### config.mk
export PLATFORM = sky130hd
export DESIGN_NAME = dmem_arbiter
export DESIGN_NICKNAME = d
export VERILOG_FILES = /design/src/rtl/dmem_pkg.sv /design/src/rtl/dmem_arbiter_rr_arb2.sv /design/src/rtl/dmem_arbiter.sv
export SDC_FILE = /design/constraint.sdc
export NUM_CORES = 1
export LEC_CHECK = 0
export CAP_MARGIN = 25
export CORE_AREA = 2 2 204 206
export CTS_CLUSTER_DIAMETER = 60
export DETAILED_ROUTE_END_ITERATION = 16
export DIE_AREA = 0 0 206 208
export PLACE_DENSITY = 0.38
export SLEW_MARGIN = 30
export SYNTH_ARGS = -nofsm -noshare
export SYNTH_HDL_FRONTEND = slang
export SYNTH_SLANG_ARGS = --single-unit
### constraint.sdc
create_clock -name clk -period 4.94 [get_ports clk]
set_input_delay 0.988 -clock clk [delete_from_list [all_inputs] [get_ports clk]]
set_output_delay 0.988 -clock clk [all_outputs]
set_load 0.01 [all_outputs]
### src/rtl/dmem_pkg.sv
// Shared defaults, FSM state encoding and requester indices for the data-memory arbiter.
package dmem_pkg;

    localparam int unsigned ADDR_W_DEF = 64;
    localparam int unsigned DATA_W_DEF = 64;
    localparam int unsigned NWORDS_DEF = 128;

    typedef enum logic {
        IDLE = 1'b0,
        RESP = 1'b1
    } state_t;

    localparam int unsigned REQ_CPU = 0;
    localparam int unsigned REQ_DBG = 1;

endpackage

### src/rtl/dmem_arbiter_rr_arb2.sv
// Two-way round-robin arbiter: one-hot grant from request valids and the last granted index.
module rr_arb2 (
    input  logic [1:0] i_valid,
    input  logic       i_last,
    output logic [1:0] o_grant
);

    always_comb begin
        o_grant = '0;
        case (i_valid)
            2'b01:   o_grant = 2'b01;
            2'b10:   o_grant = 2'b10;
            // Contention: favour whichever requester was not served last.
            2'b11:   o_grant = i_last ? 2'b01 : 2'b10;
            default: o_grant = '0;
        endcase
    end

endmodule

### src/rtl/dmem_arbiter.sv
// Arbitrates CPU and debug/DMA requesters onto a single-ported data memory,
// one outstanding transaction at a time, with a registered response stage.
module dmem_arbiter
    import dmem_pkg::*;
#(
    parameter int unsigned ADDR_W = ADDR_W_DEF,
    parameter int unsigned DATA_W = DATA_W_DEF,
    parameter int unsigned NWORDS = NWORDS_DEF
) (
    input  logic                   clk,
    input  logic                   rstn,
    input  logic [1:0]             req_valid,
    output logic [1:0]             req_ready,
    input  logic [1:0]             req_we,
    input  logic [1:0][ADDR_W-1:0] req_addr,
    input  logic [1:0][DATA_W-1:0] req_wdata,
    output logic [1:0]             rsp_valid,
    input  logic [1:0]             rsp_ready,
    output logic [DATA_W-1:0]      rsp_rdata,
    output logic                   rsp_err,
    output logic [ADDR_W-1:0]      mem_address,
    output logic [DATA_W-1:0]      mem_write_data,
    output logic                   mem_write_en,
    output logic                   mem_read_en,
    input  logic [DATA_W-1:0]      mem_read_data,
    output logic                   busy
);

    state_t              r_state;
    logic                r_last;
    logic                r_owner;
    logic                r_err;
    logic [DATA_W-1:0]   r_rdata;

    logic [1:0]          w_grant;
    logic                w_sel;
    logic                w_active;
    logic                w_legal;
    logic                w_go;
    logic [ADDR_W-1:0]   w_addr;

    rr_arb2 u_arb (
        .i_valid (req_valid),
        .i_last  (r_last),
        .o_grant (w_grant)
    );

    assign w_sel   = w_grant[REQ_DBG];
    assign w_addr  = req_addr[w_sel];
    assign w_legal = (w_addr[2:0] == 3'b000) && ((w_addr >> 3) < ADDR_W'(NWORDS));

    // rstn gates the grant directly so an asynchronous reset kills the write strobe mid-cycle.
    assign w_active = rstn && (r_state == IDLE) && (|req_valid);
    assign w_go     = w_active && w_legal;

    assign req_ready      = w_active ? w_grant : '0;
    assign mem_address    = w_go ? w_addr : '0;
    assign mem_write_data = w_go ? req_wdata[w_sel] : '0;
    assign mem_write_en   = w_go && req_we[w_sel];
    assign mem_read_en    = w_go && !req_we[w_sel];

    assign busy      = (r_state != IDLE);
    assign rsp_valid = (r_state == RESP) ? (r_owner ? 2'b10 : 2'b01) : 2'b00;
    assign rsp_rdata = r_rdata;
    assign rsp_err   = r_err;

    always_ff @(posedge clk or negedge rstn) begin
        if (!rstn) begin
            r_state <= IDLE;
            r_last  <= 1'b1;
            r_owner <= 1'b0;
            r_rdata <= '0;
            r_err   <= 1'b0;
        end else begin
            case (r_state)
                IDLE: begin
                    if (w_active) begin
                        r_owner <= w_sel;
                        r_last  <= w_sel;
                        r_rdata <= (w_legal && !req_we[w_sel]) ? mem_read_data : '0;
                        r_err   <= !w_legal;
                        r_state <= RESP;
                    end
                end
                RESP: begin
                    if (rsp_ready[r_owner]) begin
                        r_state <= IDLE;
                    end
                end
                default: r_state <= IDLE;
            endcase
        end
    end

endmodule

==> results.toml, run 1 <==
[grt]
all_layer_gr_usage = 0.1461
gr-total-overflow = 0
vias_in_the_first_global_route = 6610
grt_start_max_net_pins = 65
antenna_found_initial = 6
grt_pass1_wl_um = 45540

[synthesis]
netlist_top_cells_area = "sky130_fd_sc_hd__dfrtp_1 (36%), sky130_fd_sc_hd__nand2_1 (22%), sky130_fd_sc_hd__o31ai_1 (10%), sky130_fd_sc_hd__buf_4 (9.1%), sky130_fd_sc_hd__a21oi_1 (7.2%)"
synth-seq-cells = 68
ys.flop_type = "sky130_fd_sc_hd__dfrtp_1"
yosys.area.top_type = "sky130_fd_sc_hd__dfrtp_1"
post_synth_num_cell_types = 31
ys_warnings = 0
synth-async-reset-ratio = 1.000
post_synth.cell_area_avg_um2 = 7.263
synth-seq-area-share = 0.3635
synthDominantCellAreaShare = 0.3579
synth_edf_count = 0
cell_area_after_synthesis_um2 = 4684
syn_inst_count = 645

[drt]
detailedRoute.firstIterationViolations = 318
average_wire_per_standard_cell_um = 20.01
drt_wl_total_um = 33050
drtPass1Iterations = 4
routed-via-count = 6155
drc_errors = 0
viasPerCell = 3.726
ant_nets = 0

[critical_path]
r2r_slack_ns = 2.39
end_kind = "output port"
worst-endpoint-arrival_ns = 3.74
worstPathRequired_ns = 3.95
timing.setup.critical_path_class = "in2out"
worstReg2RegStart = "r_last"
rr_endpoint = "rsp_rdata[59]"
critPathMaxFanout = 25
r2r.worst_path.cells = 6
critPathLaunchType = "input port"

[sta]
finalCriticalPeriod_ns = 4.731
report.final.slew_viol_count = 0
finalClockSkew_ns = 0.01502
fmaxAchievable_mhz = 211.4
finalHoldViolations = 0
grt_setup_unrepaired = "no"
layout_worst_path_cycle_share = 0.9576
finalWorstSetupSlack_ns = 0.2092
final.hold.worst_slack_ns = 0.4744
max_slew.worst_pin.slew_ns = 0.8434
timing.slew.headroom = 0.4377
finalSetupViolCount = 0

[floorplanning]
chipHeight_um = 208
die_x_um = 206
start_util = 0.1155
core_um2 = 40550
fp.dieArea_um2 = 42850
row_count = 74
ios = 528

[clocking]
clkSlewWorstSetupHoldPaths_ns = 0.06
cts_root_buf = "sky130_fd_sc_hd__clkbuf_16"
worst_skew_pair.late_latency_ns = 0.34
tritoncts = "done"
cts-root-to-sink-buffers = 2
cts_buffers = 9
cts.sinks = 68
htreeDepth = 3

[pwr]
powerDensity_nw_per_um2 = 192.5
leakage_nw = 4.055
max-vdd-ir-drop_mv = 0.1633

[placed_design]
final_replace_weighted_congestion = 0.8818
dpl_worst_slack_ns = -0.1273
place_hpwl_um = 26820
port-buffer-count = 470

[layout]
finish.net_count = 1438
share_of_layout_cells_above_drive_strength_1 = 0.06009
filler_cell_count = 4472
area.growth.synth_to_final_pct = 119.3

[hold_path]
hold_path_startpoint = "rsp_rdata[49]"
min_to = "rsp_rdata[49]"
cells_on_worst_hold_path = 2
hold_path_class = "reg2reg"

[job]
max_cap_viol_count = 0

[outcome]
status = "finished clean"
==> Yosys cell counts (2+ instances only) <==
master,number
sky130_fd_sc_hd__a21o_1,2
sky130_fd_sc_hd__a21oi_1,67
sky130_fd_sc_hd__a21boi_0,2
sky130_fd_sc_hd__clkbuf_1,32
sky130_fd_sc_hd__a21oi_2,4
sky130_fd_sc_hd__nor3_1,2
sky130_fd_sc_hd__nor2_1,4
sky130_fd_sc_hd__nor2b_1,2
sky130_fd_sc_hd__nor4_1,26
sky130_fd_sc_hd__dfrtp_1,67
sky130_fd_sc_hd__o31ai_1,64
sky130_fd_sc_hd__inv_1,3
sky130_fd_sc_hd__nand4_1,7
sky130_fd_sc_hd__nand2_1,273
sky130_fd_sc_hd__mux2i_1,2
sky130_fd_sc_hd__buf_4,57
sky130_fd_sc_hd__buf_2,5
sky130_fd_sc_hd__o21ai_1,2
sky130_fd_sc_hd__buf_6,12
==> final cells by class <==
| class | instances | area, µm² | share of cell area |
|---|---|---|---|
| tap | 532 | 665.6 | 0.06479 |
| inverter | 3 | 11.26 | 0.001096 |
| timing repair buffer | 505 | 4997 | 0.4864 |
| clock buffer | 11 | 242.7 | 0.02363 |
| clock inverter | 5 | 85.08 | 0.008282 |
| sequential | 68 | 1703 | 0.1658 |
| antenna | 5 | 12.51 | 0.001218 |
| multi-input combinational | 523 | 2556 | 0.2488 |
==> metrics by stage <==
step / TNS, ns / power, W / util / area, µm² / cells
CTS: 0 / 0.002022 / 0.2527 / 10250 / 1647
finish: 0 / 0.001977 / 0.2533 / 10270 / 1652
detailed placement: -1.637 / 0.001270 / 0.2445 / 9916 / 1631
global placement: -1.143 / 0.001279 / 0.2445 / 9916 / 1631
global route: 0 / 0.002091 / 0.2533 / 10270 / 1652
floorplan: 0 / 0.0008578 / - / 4895 / 701
==> power by group <==
group          switching [W]  total, W  internal [W]  leakage (nW)
sequential         0.0000170  0.000589      0.000572         0.938
clock               0.000273  0.000731      0.000459         0.156
combinational       0.000327  0.000657      0.000331          2.96
==> how the worst max path moves through the flow <==
stage	start	depth (start not counted)	slack (ns)	end
2_1_floorplan	req_addr[47]	6	1.35	mem_address[4]
3_3_place_gp	req_addr[65]	11	-0.11	mem_write_data[28]
3_5_place_dp	req_addr[65]	11	-0.13	mem_write_data[28]
4_1_cts	req_addr[65]	11	0.07	mem_write_data[28]
5_1_grt	req_addr[65]	10	0.02	mem_write_data[49]
6_report	req_addr[22]	9	0.21	mem_write_data[28]
==> logic make-up (layout without fill, tap and decap cells) <==
group,Yosys count,after routing,synth area share
flip-flops,68,68,0.3635
AND/OR/NAND/NOR,319,319,0.2775
AO/OA/AOI/OAI,145,145,0.1995
multiplexers,2,2,0.004274
buffers and inverters,110,524,0.1544
other,1,62,0.0008005
==> placed cells by master (no fill, tap or decap), drive strengths merged, types with 2 or more instances in the layout <==
cell type	netlist	routed
nor3	2	2
buf	75	38
clkinv	0	2
nand4	7	7
a21o	2	2
nor2	4	4
diode	0	5
a21boi	2	2
dfrtp	67	67
conb	1	57
clkbuf	32	11
clkdlybuf4s50	0	467
nor2b	2	2
bufinv	0	2
o31ai	64	64
nor4	26	26
mux2i	2	2
inv	3	3
o21ai	2	2
a21oi	71	71
nand2	274	274
==> sequential cells by signal, indices dropped and copies added, names as in the netlist <==
| name | count |
|---|---|
| busy | 1 |
| r_last | 1 |
| r_owner | 1 |
| rsp_err | 1 |
| rsp_rdata | 64 |
==> metal layers <==
layer	share of wire	GRT usage	vias to the layer above
li1	-	-	3003
met5	0.00042	0	-
met3	0.073	0.03603	23
met2	0.53	0.2738	261
met4	0.019	0.04163	2
met1	0.38	0.1604	2866
==> what timing repair did <==
| item | CTS | global route |
|---|---|---|
| cloned | 0 | 0 |
| resized for setup | 1 | 1 |
| setup endpoints to repair | 54 | 3 |
| buffers inserted | 0 | 0 |
| pin swaps | 0 | 0 |
| hold buffers | 0 | 0 |
==> critical path, stage by stage <==
cell,delay (ns)
sky130_fd_sc_hd__clkdlybuf4s50_1,0.44
sky130_fd_sc_hd__or4_1,0.57
sky130_fd_sc_hd__o41ai_4,0.40
sky130_fd_sc_hd__o2111ai_4,0.19
sky130_fd_sc_hd__buf_12,0.20
sky130_fd_sc_hd__buf_4,0.19
sky130_fd_sc_hd__a21oi_1,0.45
sky130_fd_sc_hd__buf_4,0.20
sky130_fd_sc_hd__buf_4,0.11
(Power assumes the default switching activity.)
==> run 2, diff against run 1 <==
--- a/config.mk
+++ b/config.mk
@@ -6,11 +6,11 @@
 export NUM_CORES = 1
 export LEC_CHECK = 0
 export CAP_MARGIN = 25
-export CORE_AREA = 2 2 204 206
+export CORE_AREA = 2 2 205 207
 export CTS_CLUSTER_DIAMETER = 60
 export DETAILED_ROUTE_END_ITERATION = 16
-export DIE_AREA = 0 0 206 208
-export PLACE_DENSITY = 0.38
+export DIE_AREA = 0 0 207 209
+export PLACE_DENSITY = 0.37
 export SLEW_MARGIN = 30
 export SYNTH_ARGS = -nofsm -noshare
 export SYNTH_HDL_FRONTEND = slang
==> constraint.sdc (replaced) <==
create_clock -name clk -period 5.01 [get_ports clk]
set_input_delay 1.002 -clock clk [delete_from_list [all_inputs] [get_ports clk]]
set_output_delay 1.002 -clock clk [all_outputs]
set_load 0.01 [all_outputs]
==> run 2 against run 1 <==
  * Global-route usage decreased by 0.19 points
  * Non-clock buffer count up 1
  * Core utilization shrank 0.35 points
  * Largest cell class unchanged
  * Largest power group unchanged
==> results.toml, run 2 (same netlist as run 1, synthesis figures left out) <==
[pwr]
total_net_switching_power_w = 0.0006137
power.clock.fraction = 0.377
leakage_nw = 4.069
pwr-share-comb = 0.333
max-vdd-ir-drop_mv = 0.1511
switching_share = 0.3070
total_power_w = 0.001999
power.sequential.fraction = 0.291
internal_power_w = 0.001385
powerDensity_nw_per_um2 = 193.8

[grt]
vias_in_the_first_global_route = 6312
grt_start_max_net_pins = 69
grt_pass1_wl_um = 46130
all_layer_gr_usage = 0.1441
gr-total-overflow = 0
antenna_found_initial = 5

[sta]
fmaxAchievable_mhz = 210.0
finalCriticalPeriod_ns = 4.763
finalHoldViolations = 0
layout_worst_path_cycle_share = 0.9506
timing.slew.headroom = 0.4017
max_slew.worst_pin.slew_ns = 0.8975
finalClockSkew_ns = 0.01103
report.final.slew_viol_count = 0
finalSetupViolCount = 0
finalSetupTns_ns = 0
grt_setup_unrepaired = "no"

[critical_path]
critPathMaxFanout = 35
critPathLaunchType = "input port"
end_kind = "output port"
worstPathRequired_ns = 4.01
timing.setup.critical_path_class = "in2out"
worst-endpoint-arrival_ns = 3.76

[placed_design]
place_hpwl_um = 26430
dpl-instance-area_um2 = 9951
port-buffer-count = 470
final_replace_weighted_congestion = 0.8965

[clocking]
cts-root-to-sink-buffers = 2
worst_skew_pair.late_latency_ns = 0.34
cts.sinks = 68
clkSlewWorstSetupHoldPaths_ns = 0.06
cts_buffers = 9
htreeDepth = 3
cts_root_buf = "sky130_fd_sc_hd__clkbuf_16"
tritoncts = "done"

[drt]
viasPerCell = 3.729
routed-via-count = 6175
drc_errors = 0
ant_nets = 0
drt_wl_total_um = 32850
detailedRoute.firstIterationViolations = 300
average_wire_per_standard_cell_um = 19.84
drtPass1Iterations = 4

[layout]
largest_register_ffs = 64
layout_commonest_cell = "sky130_fd_sc_hd__clkdlybuf4s50_1"
highest_count_cells_in_the_layout_ignoring_fill_and_taps = "sky130_fd_sc_hd__clkdlybuf4s50_1 (469), sky130_fd_sc_hd__nand2_1 (273), sky130_fd_sc_hd__a21oi_1 (67), sky130_fd_sc_hd__dfrtp_1 (67), sky130_fd_sc_hd__o31ai_1 (64)"
area.growth.synth_to_final_pct = 120.2
share_of_layout_cells_above_drive_strength_1 = 0.05914
post-route-cell-area_um2 = 10320
finish.net_count = 1439

[floorplanning]
die_x_um = 207
core_um2 = 41290
row_count = 75
chipHeight_um = 209
ios = 528
start_util = 0.1135
fp.dieArea_um2 = 43260

[hold_path]
hold_path_class = "reg2reg"

[outcome]
status = "finished clean"

[job]
max_cap_viol_count = 0
run 2: cell types whose count changed in the layout (fill, tap and decap cells not counted), sizes merged:
cell | previous run | this run
clkinv | 2 | 3
clkbuf | 11 | 10
bufinv | 2 | 3
clkdlybuf4s50 | 467 | 469
buf | 38 | 37
clkinvlp | 1 | 0
diode | 5 | 1
run 2: cell type report:
| class | count | area [µm²] |
|---|---|---|
| Timing Repair Buffer | 506 | 5039 |
| Inverter | 3 | 11.26 |
| Clock buffer | 10 | 229.0 |
| Fill cell | 4583 | 30970 |
| Clock inverter | 6 | 112.6 |
| Sequential cell | 68 | 1703 |
| Tap cell | 539 | 674.4 |
| Multi-Input combinational cell | 523 | 2545 |
| Antenna cell | 1 | 2.502 |
run 2: power groups by stage:
stage	registers (W)	clock network, W	logic (W)
2_1_floorplan	0.000583	0	0.000262
3_3_place_gp	0.000593	0	0.000682
3_5_place_dp	0.000593	0	0.000675
4_1_cts	0.000583	0.000784	0.000679
5_1_grt	0.000583	0.000800	0.000726
6_report	0.000581	0.000753	0.000665
run 2: through the flow:
stage	util	hold slack, ns	setup slack (ns)	cells
after detailed placement	0.2410	0.4648	0.04267	1637
final	0.2498	0.4727	0.2474	1656
after global placement	0.2409	0.4579	0.05336	1637
after global routing	0.2498	0.4986	0.02257	1656
after CTS	0.2493	0.4791	0.04294	1653
after floorplan	-	0.4635	1.396	701
run 2: final timing paths:
path	from	to	slack, ns	depth (start not counted)
hold reg to reg	rsp_rdata[61]	rsp_rdata[61]	0.47	2
min in group asynchronous	rstn	rsp_rdata[55]	0.78	2
hold / removal	rsp_rdata[61]	rsp_rdata[61]	0.47	2
setup reg to reg	r_last	rsp_rdata[13]	2.49	7
max in group asynchronous	rstn	rsp_rdata[36]	3.76	2
setup / recovery	req_valid[0]	mem_write_data[51]	0.25	9
run 2: worst max-delay path, stage by stage:
cell and delay, ns:
sky130_fd_sc_hd__clkdlybuf4s50_1 0.61, sky130_fd_sc_hd__a21bo_4 0.36, sky130_fd_sc_hd__nand3_1 0.13, sky130_fd_sc_hd__nor2_1 0.31, sky130_fd_sc_hd__o2111ai_4 0.19, sky130_fd_sc_hd__buf_12 0.21
sky130_fd_sc_hd__buf_4 0.19, sky130_fd_sc_hd__a21oi_1 0.17, sky130_fd_sc_hd__clkdlybuf4s50_1 0.56
run 2: what timing repair did:
action / in CTS / in global routing
gates resized for setup: 0 / 1
hold buffers: 0 / 0
endpoints found under the setup margin: 0 / 3
buffers inserted: 0 / 2
run 2: routing by layer:
metal,share of wire,track usage,vias to the layer above
met4,0.0081,0.01921,4
met5,0.00079,0,-
li1,-,-,2998
met2,0.53,0.2637,279
met1,0.39,0.1685,2875
met3,0.073,0.04388,19
==> run 3, diff against run 2 <==
--- a/config.mk
+++ b/config.mk
@@ -5,13 +5,14 @@
 export SDC_FILE = /design/constraint.sdc
 export NUM_CORES = 1
 export LEC_CHECK = 0
+export ABC_AREA = 1
 export CAP_MARGIN = 25
-export CORE_AREA = 2 2 205 207
+export CORE_AREA = 2 2 204 206
 export CTS_CLUSTER_DIAMETER = 60
 export DETAILED_ROUTE_END_ITERATION = 16
-export DIE_AREA = 0 0 207 209
-export PLACE_DENSITY = 0.37
-export SLEW_MARGIN = 30
+export DIE_AREA = 0 0 206 208
+export PLACE_DENSITY = 0.4
 export SYNTH_ARGS = -nofsm -noshare
 export SYNTH_HDL_FRONTEND = slang
+export SYNTH_HIERARCHICAL = 1
 export SYNTH_SLANG_ARGS = --single-unit
==> run 3 against run 2 <==
  * Synthesized cell count increased by 29%
  * Setup slack better by 0.079 ns
  * Area after synthesis is 19% higher
  * Sequential share of layout area is 1.5 points lower
  * Cell count grew 11%
==> results.toml, run 3 <==
[grt]
grt_start_max_net_pins = 74
grt_pass1_wl_um = 49320
antenna_found_initial = 10
all_layer_gr_usage = 0.1571
vias_in_the_first_global_route = 7247
gr-total-overflow = 0

[synthesis]
cell_area_after_synthesis_um2 = 5575
synth-seq-area-share = 0.3054
syn_inst_count = 831
post_synth_num_cell_types = 24
synth_edf_count = 0
post_synth.cell_area_avg_um2 = 6.709
synthDominantCellAreaShare = 0.3007
ys_warnings = 6
yosys.area.top_type = "sky130_fd_sc_hd__dfrtp_1"
ys.flop_type = "sky130_fd_sc_hd__dfrtp_1"
synth-seq-cells = 68
post_synth_most_frequent_cells = "sky130_fd_sc_hd__nand2_1 (318), sky130_fd_sc_hd__nor2_1 (128), sky130_fd_sc_hd__mux2i_1 (71)"
synth-async-reset-ratio = 1.000
netlist_top_cells_area = "sky130_fd_sc_hd__dfrtp_1 (30%), sky130_fd_sc_hd__nand2_1 (21%), sky130_fd_sc_hd__mux2i_1 (13%), sky130_fd_sc_hd__buf_4 (8.9%), sky130_fd_sc_hd__nor2_1 (8.6%)"
post-synth-top-count-cell = "sky130_fd_sc_hd__nand2_1"

[floorplanning]
core_um2 = 40550
row_count = 74
start_util = 0.1375
ios = 528
chipHeight_um = 208
fp.dieArea_um2 = 42850
die_x_um = 206

[placed_design]
place_hpwl_um = 28080
final_replace_weighted_congestion = 0.8652
port-buffer-count = 470
placed_cells = 1805

[layout]
seq_area_um2 = 1703
layout_commonest_cell = "sky130_fd_sc_hd__clkdlybuf4s50_1"
area.growth.synth_to_final_pct = 104.2
largest_register_ffs = 64
highest_count_cells_in_the_layout_ignoring_fill_and_taps = "sky130_fd_sc_hd__clkdlybuf4s50_1 (395), sky130_fd_sc_hd__nand2_1 (317), sky130_fd_sc_hd__nor2_1 (122)"
finish.net_count = 1618
multi_input_logic_area_um2 = 3256
filler_cell_count = 4498
share_of_layout_cells_above_drive_strength_1 = 0.05097
non_filler_instances = 1831

[sta]
finalSetupTns_ns = 0
timing.slew.headroom = 0.4390
finalSetupViolCount = 0
fmaxAchievable_mhz = 213.5
grt_setup_unrepaired = "no"
layout_worst_path_cycle_share = 0.9348
report.final.slew_viol_count = 0
finalHoldViolations = 0
finalClockSkew_ns = 0.008787
max_slew.worst_pin.slew_ns = 0.8415
finalCriticalPeriod_ns = 4.683

[drt]
drtPass1Iterations = 5
drt_wl_total_um = 35390
detailedRoute.firstIterationViolations = 312
average_wire_per_standard_cell_um = 19.33
ant_nets = 0
viasPerCell = 3.860
routed-via-count = 7068
drc_errors = 0

[pwr]
leakage_nw = 6.506
powerDensity_nw_per_um2 = 194.0
total_power_w = 0.002209
max-vdd-ir-drop_mv = 0.1681

[clocking]
htreeDepth = 3
cts.sinks = 68
cts-hold-fix-buffers = 0
clkSlewWorstSetupHoldPaths_ns = 0.06
tritoncts = "done"
cts-root-to-sink-buffers = 2
worst_skew_pair.late_latency_ns = 0.34
cts_root_buf = "sky130_fd_sc_hd__clkbuf_16"
cts_buffers = 9

[critical_path]
critPathMaxFanout = 36
timing.setup.critical_path_class = "in2out"
r2r_slack_ns = 2.17
r2r.worst_path.cells = 14
timing.critical_path.from = "req_valid[1]"
critPathLaunchType = "input port"
worst-endpoint-arrival_ns = 3.68
worstPathRequired_ns = 4.01
worst_setup_path_end = "mem_write_data[5]"
rr_endpoint = "rsp_rdata[50]"
worstReg2RegStart = "r_last"
end_kind = "output port"

[outcome]
status = "finished clean"

[hold_path]
hold_path_startpoint = "rsp_rdata[8]"
hold_path_class = "reg2reg"

[job]
max_cap_viol_count = 0
==> run 3: changes by cell type after synthesis, moves of 5 or more <==
| cell | change |
|---|---|
| sky130_fd_sc_hd__clkbuf_1 | -14 |
| sky130_fd_sc_hd__buf_4 | +9 |
| sky130_fd_sc_hd__nand4_1 | +63 |
| sky130_fd_sc_hd__nor2_1 | +124 |
| sky130_fd_sc_hd__a21oi_1 | -62 |
| sky130_fd_sc_hd__o21ai_1 | +5 |
| sky130_fd_sc_hd__nor4_1 | -26 |
| sky130_fd_sc_hd__buf_2 | +14 |
| sky130_fd_sc_hd__o31ai_1 | -64 |
| sky130_fd_sc_hd__nand3_1 | +6 |
| sky130_fd_sc_hd__nand2_1 | +45 |
| sky130_fd_sc_hd__inv_1 | +30 |
| sky130_fd_sc_hd__mux2i_1 | +69 |
==> run 3: repair_timing <==
action                                  CTS  global route
gates cloned                              1             2
endpoints found under the setup margin   72            71
setup buffers                             1             1
gates resized for setup                   3            77
==> run 3: area by class of cell <==
cell class,instances,share of cell area
clock buffer,11,0.02132
timing repair buffer,504,0.4657
sequential,68,0.1496
tap,532,0.05847
clock inverter,5,0.006594
multi-input combinational,672,0.2860
antenna,4,0.0008792
inverter,35,0.01154
==> run 3: cell families (layout without fill, tap and decap cells) <==
family	Yosys count	count (layout)	synth area share
AND/OR/NAND/NOR	529	529	0.3918
buffers and inverters	147	555	0.1598
multiplexers	71	71	0.1275
flip-flops	68	68	0.3054
AO/OA/AOI/OAI	15	15	0.01481
other	1	61	0.0006726
==> run 3: metrics by stage <==
stage / util / setup slack [ns] / hold slack (ns) / area, µm²
2_1_floorplan: - / 1.460 / 0.4555 / 5786
3_3_place_gp: 0.2646 / -0.1361 / 0.4627 / 10730
3_5_place_dp: 0.2646 / -0.07242 / 0.4648 / 10730
4_1_cts: 0.2735 / 0.04068 / 0.4821 / 11090
5_1_grt: 0.2807 / 0.09058 / 0.4961 / 11380
6_report: 0.2807 / 0.3267 / 0.4760 / 11380
==> run 3: worst min-delay path by stage <==
| stage | end | slack, ns | cells after the start |
|---|---|---|---|
| final | rsp_rdata[8] | 0.48 | 2 |
| after global placement | rsp_rdata[16] | 0.46 | 2 |
| after detailed placement | rsp_rdata[17] | 0.46 | 2 |
| after CTS | rsp_rdata[17] | 0.48 | 2 |
| after floorplan | r_last | 0.46 | 2 |
| after global routing | rsp_rdata[8] | 0.50 | 2 |
==> run 3: worst max-delay path, cell delays in order <==
cell                              delay, ns
sky130_fd_sc_hd__clkdlybuf4s50_1       0.51
sky130_fd_sc_hd__inv_1                 0.09
sky130_fd_sc_hd__a21oi_4               0.20
sky130_fd_sc_hd__inv_2                 0.11
sky130_fd_sc_hd__buf_12                0.17
sky130_fd_sc_hd__nand2_1               0.06
sky130_fd_sc_hd__nand2_1               0.09
sky130_fd_sc_hd__a21oi_1               0.13
sky130_fd_sc_hd__nand3b_1              0.14
sky130_fd_sc_hd__nor2_1                0.13
sky130_fd_sc_hd__nand2_1               0.10
sky130_fd_sc_hd__nor2_4                0.15
sky130_fd_sc_hd__nand2_4               0.10
sky130_fd_sc_hd__clkbuf_16             0.22
sky130_fd_sc_hd__nor2_1                0.12
sky130_fd_sc_hd__dlygate4sd2_1         0.31
==> run 3: routing by layer <==
metal	global-route usage	wire [µm]
met4	0.03399	610
met3	0.03728	2348
met5	0	0
met2	0.2952	19000
met1	0.1770	13430
==> run 3: report_power, final <==
part	internal, W	leakage (nW)	switching [W]
Sequential	0.000565	0.939	0.0000186
Combinational	0.000458	5.41	0.000466
Clock	0.000447	0.159	0.000255
Total	0.00147	6.51	0.000739
==> edit 1 (settings of run 3) <==
Put one more register stage on the output `rsp_err`, cleared by the reset. The value now appears one clock later. The other outputs are not delayed to match.
--- a/src/rtl/dmem_arbiter.sv
+++ b/src/rtl/dmem_arbiter.sv
@@ -63,5 +63,11 @@
     assign rsp_valid = (r_state == RESP) ? (r_owner ? 2'b10 : 2'b01) : 2'b00;
     assign rsp_rdata = r_rdata;
-    assign rsp_err   = r_err;
+    always_ff @(posedge clk or negedge rstn) begin
+        if (!rstn) begin
+            rsp_err <= '0;
+        end else begin
+            rsp_err <= r_err;
+        end
+    end
 
     always_ff @(posedge clk or negedge rstn) begin
Formal check against the unedited RTL: not equivalent (Yosys sat finds a counterexample within 4 cycles, from zero or initial values and one cycle with rstn low).
==> edit 1 against run 3 <==
  * Sequential cell count grew 1
  * Hold slack lost 0.086 ns
  * Setup slack lost 0.11 ns
  * First-iteration DRC count grew 1.3%
  * Area after synthesis grew 0.45%
  * Wire length shrank 1.9%
  * Global-route usage is essentially flat
  * Cell area shrank 1.9%
  * Final cell count shrank 0.55%
  * Critical endpoint is now mem_write_data[18]
  * Total power shrank 7.3%
  * Largest power group unchanged
==> edit 1: results (changes against run 3) <==
Detailed routing
  • Total length of routed met3 wires: 2.433 mm (+3.6%)
  • Met2 WL: 19.23 mm (+1.2%)
  • Per-cell routed wire length: 19.07 µm (-1.3%)
  • Highest metal used: met5
  • Met1 Routed Length: 12.26 mm (-8.7%)
  • Post-Route WL: 34.73 mm (-1.9%)
  • DRC marker count from the first detailed-route iteration: 316 (+1.3%)
  • Via count normalized by instance count: 3.836 (-0.62%)

Cells and area
  • Share of cells above drive strength 1: 0.03747 (-0.01349)
  • Net count, final: 1604 (-0.87%)
  • Filler cell count in the final layout: 4480 (-0.40%)
  • Utilization of the core after routing: 0.2755 (-0.005245)

Worst setup path
  • Logic depth of the worst register-to-register path: 13 (-1)
  • CP Data Arrival Time: 3.79 ns (+0.11 ns)
  • Highest fanout seen on the critical path: 37 (+2.8%)
  • Delay contributed by the slowest stage of the critical path: 0.54 ns (+0.03 ns)
  • Register-to-register path setup slack: 2.27 ns (+0.10 ns)
  • Capturing instance or port of the critical path: mem_write_data[18]
  • Worst reg2reg path endpoint: rsp_rdata[26]

Pwr
  • Cell internal pwr: 1.339 mW (-8.9%)
  • Part of the power in the clock network: 0.293 (-0.025)
  • Power per standard cell area: 183.3 nW/µm² (-5.5%)
  • Seq power: 0.587 mW (+0.7%)
  • Leakage: 6.229 nW (-4.3%)
  • Max rail drop VDD: 0.0001416 V (-16%)

Placed design
  • Placed Instance Area: 10640 µm² (-0.82%)
  • HPWL reported at the end of detailed placement: 28.02 mm (-0.21%)
  • Pre-CTS setup slack: 0.03306 ns (+0.1055 ns)
  • Cell count after placement: 1794 (-0.61%)
  • GP Congestion: 0.8118 (-6.2%)

Hold path
  • Hold Path Class: reg -> reg

Outcome
  • Outcome: completed

Yosys
  • Post-synthesis cell count: 832 (+0.12%)
  • Area fraction in compound gates after synthesis: 0.01475 (-0.00006618)
  • Largest cells by area after synthesis: dfrtp_1 (30%), nand2_1 (21%), mux2i_1 (13%)
  • Portion of the post-synthesis area used by sequential elements: 0.3085 (+0.003104)
  • Multiplexer share of the synthesized area: 0.1269 (-0.0005696)
  • Commonest cells in the synthesized netlist: nand2_1 (318), nor2_1 (128), mux2i_1 (71), nand4_1 (70), dfrtp_1 (68)

Global route
  • GR Layer Usage met1: 0.1630 (-0.01394)
  • GR Layer Usage met2: 0.2974 (+0.002199)
  • Met3 track demand over resource in global routing: 0.04041 (+0.003133)
  • Vias in the first global route: 7251 (+0.055%)
  • Antenna violations before repair: 18 (+8)
  • Global-route wire length before repair: 49.24 mm (-0.17%)
  • Total routing resource utilization after global routing: 0.1566 (-0.0004522)

STA
  • Maximum clock skew at final layout: 0.008529 ns (-0.0002583 ns)
  • Slew margin rel.: 0.4532 (+0.01424)
  • Period minus WS final: 4.790 ns (+0.1070 ns)
  • Worst hold-check slack: 0.3897 ns (-0.08632 ns)

Clock network
  • Postcts setup bufs: 0 (-1)
  • Post-cts repair resize count: 0 (-3)
edit 1: cell count changes after synthesis, sizes merged:
cell,run 3,this run
dfrtp,67,68
edit 1: final cells by class:
| cell class | instances | area share |
|---|---|---|
| timing repair buffer | 489 | 0.4576 |
| multi-input combinational | 672 | 0.2902 |
| sequential | 69 | 0.1547 |
| tap | 532 | 0.05958 |
| clock buffer | 12 | 0.02206 |
| inverter | 35 | 0.01198 |
| clock inverter | 4 | 0.002128 |
| antenna | 8 | 0.001792 |
edit 1: how the worst min path moves through the flow:
stage	start	to	cells after the start
after floorplan	r_err	rsp_err	0
after global placement	r_err	rsp_err	0
after detailed placement	r_err	rsp_err	0
after CTS	r_err	rsp_err	0
after global routing	r_err	rsp_err	0
final	r_err	rsp_err	0
edit 1: critical path, delay by kind of cell:
kind / cells / cell delay, ns
compound gates: 1 / 0.22
buf+inv: 6 / 1.57
simple gates: 7 / 0.93
==> edit 2 (flow settings as in run 3) <==
Made on the original files. Change the package constant `ADDR_W_DEF` from 64 to 56.
--- a/src/rtl/dmem_pkg.sv
+++ b/src/rtl/dmem_pkg.sv
@@ -2,5 +2,5 @@
 package dmem_pkg;
 
-    localparam int unsigned ADDR_W_DEF = 64;
+    localparam int unsigned ADDR_W_DEF = 56;
     localparam int unsigned DATA_W_DEF = 64;
     localparam int unsigned NWORDS_DEF = 128;
Ports: changed (resized mem_address and req_addr); port bits go from 528 to 504. The function was not compared with the original's and may differ.
==> edit 2 against run 3 <==
  * Hold slack gained 0.0013 ns
  * Cell area decreased by 4.7%
  * Fmax is 6.1% lower
  * Area after synthesis fell by 3.1%
  * Sequential power shrank 0.9%
  * Total power is 7.4% lower
  * Via count decreased by 7.3%
  * Wire length decreased by 9.0%
  * Setup slack worse by 0.30 ns
  * Sequential cell count unchanged
  * Synthesized cell count decreased by 7.6%
  * Critical path depth is the same
==> edit 2: results (changes against run 3) <==
Global route
  • GR Layer Usage met1: 0.1683 (-0.008677)
  • Vias in the first global route: 6876 (-5.1%)
  • GR Layer Usage met2: 0.2512 (-0.04397)
  • Global-route wire length before repair: 45.95 mm (-6.8%)
  • Met3 track demand over resource in global routing: 0.04167 (+0.004386)

Detailed routing
  • DRC marker count from the first detailed-route iteration: 263 (-16%)
  • Per-cell routed wire length: 18.30 µm (-5.3%)
  • Via count normalized by instance count: 3.722 (-3.6%)
  • Number of search-and-repair iterations in the first detailed-routing pass: 4 (-1)

Cells and area
  • Number of cells in the finished layout apart from fillers: 1761 (-3.8%)
  • Share of cells above drive strength 1: 0.08026 (+0.02930)

Placed design
  • Placed Instance Area: 10420 µm² (-2.9%)
  • HPWL reported at the end of detailed placement: 26.21 mm (-6.6%)
  • Pre-CTS setup slack: -0.02335 ns (+0.04907 ns)
  • Number of I/O port buffers: 454 (-3.4%)

STA
  • Period minus WS final: 4.988 ns (+0.3047 ns)
  • Worst hold-check slack: 0.4773 ns (+0.001290 ns)
  • Transition time at the pin with the least slew margin: 0.7939 ns (-0.04755 ns)
  • Setup violation total in the final timing report: 0 (unchanged)

Outcome
  • Outcome: completed

Yosys
  • Commonest cells in the synthesized netlist: nand2_1 (281), nor2_1 (77), mux2i_1 (71), nand4_1 (68), dfrtp_1 (67)
  • Multiplexer share of the synthesized area: 0.1315 (+0.004074)
  • Portion of the post-synthesis area used by sequential elements: 0.3152 (+0.009761)
  • Post-synthesis cell count: 768 (-7.6%)
  • Largest cells by area after synthesis: dfrtp_1 (31%), nand2_1 (20%), mux2i_1 (13%)

Worst setup path
  • CP Data Arrival Time: 3.99 ns (+0.31 ns)
  • Logic depth of the worst register-to-register path: 12 (-2)
  • Delay contributed by the slowest stage of the critical path: 0.55 ns (+0.04 ns)

Pwr
  • Cell internal pwr: 1.352 mW (-8.0%)
  • Max rail drop VDD: 0.0001065 V (-37%)
  • Leakage: 5.254 nW (-19%)

Clock network
  • Number of clock buffers inserted by TritonCTS: 9 (unchanged)

Hold path
  • Worst-case hold path end point: rsp_rdata[46]
  • Worst hold path startpoint: rsp_rdata[46]
## edit 2: cell type report
cell class	instances	area, µm²
diodes	8	20.02
clock buffers	9	225.2
clock inverters	7	81.33
fillers	4481	29710
inverters	42	162.7
multi-input cells	603	3048
flip-flops and latches	68	1703
well taps	532	665.6
repair buffers	492	4941
## edit 2: metal layers
metal	vias up	routed length [µm]
met1	2985	12860
li1	3269	-
met5	-	10
met4	2	774
met3	25	2417
met2	274	16160
## edit 2: worst max-delay path by stage
| stage | startpoint | end | depth (start not counted) |
|---|---|---|---|
| 2_1_floorplan | req_valid[1] | mem_write_data[13] | 15 |
| 3_3_place_gp | req_valid[0] | mem_write_data[19] | 15 |
| 3_5_place_dp | req_valid[1] | mem_write_data[46] | 14 |
| 4_1_cts | req_valid[0] | mem_write_data[46] | 15 |
| 5_1_grt | req_valid[1] | mem_write_data[45] | 16 |
| 6_report | req_valid[0] | mem_write_data[45] | 16 |
## edit 2: logic make-up after synthesis
family	count (synthesis)
compound gates	15
simple gates	468
buf+inv	145
flops	68
mux	71
other cells	1
## edit 2: power groups by stage
stage	sequential [mW]	combinational, mW	clock (mW)
2_1_floorplan	0.583	0.394	0
3_3_place_gp	0.589	0.810	0
3_5_place_dp	0.589	0.804	0
4_1_cts	0.579	0.811	0.707
5_1_grt	0.580	0.872	0.729
6_report	0.578	0.796	0.672
## edit 2: worst reg2reg max path, delay by kind of cell, from the launching register on
family | cells | cell delay (ns)
buffers and inverters | 4 | 0.89
AND/OR/NAND/NOR | 6 | 0.74
flip-flops | 1 | 0.57
AO/OA/AOI/OAI | 2 | 0.36
## edit 2: what timing repair did
action	4_1_cts	5_1_grt
buffers inserted	1	1
endpoints found under the hold margin	0	0
hold buffers	0	0
endpoints found under the setup margin	52	70
gates resized for setup	6	23
pin swaps	1	1
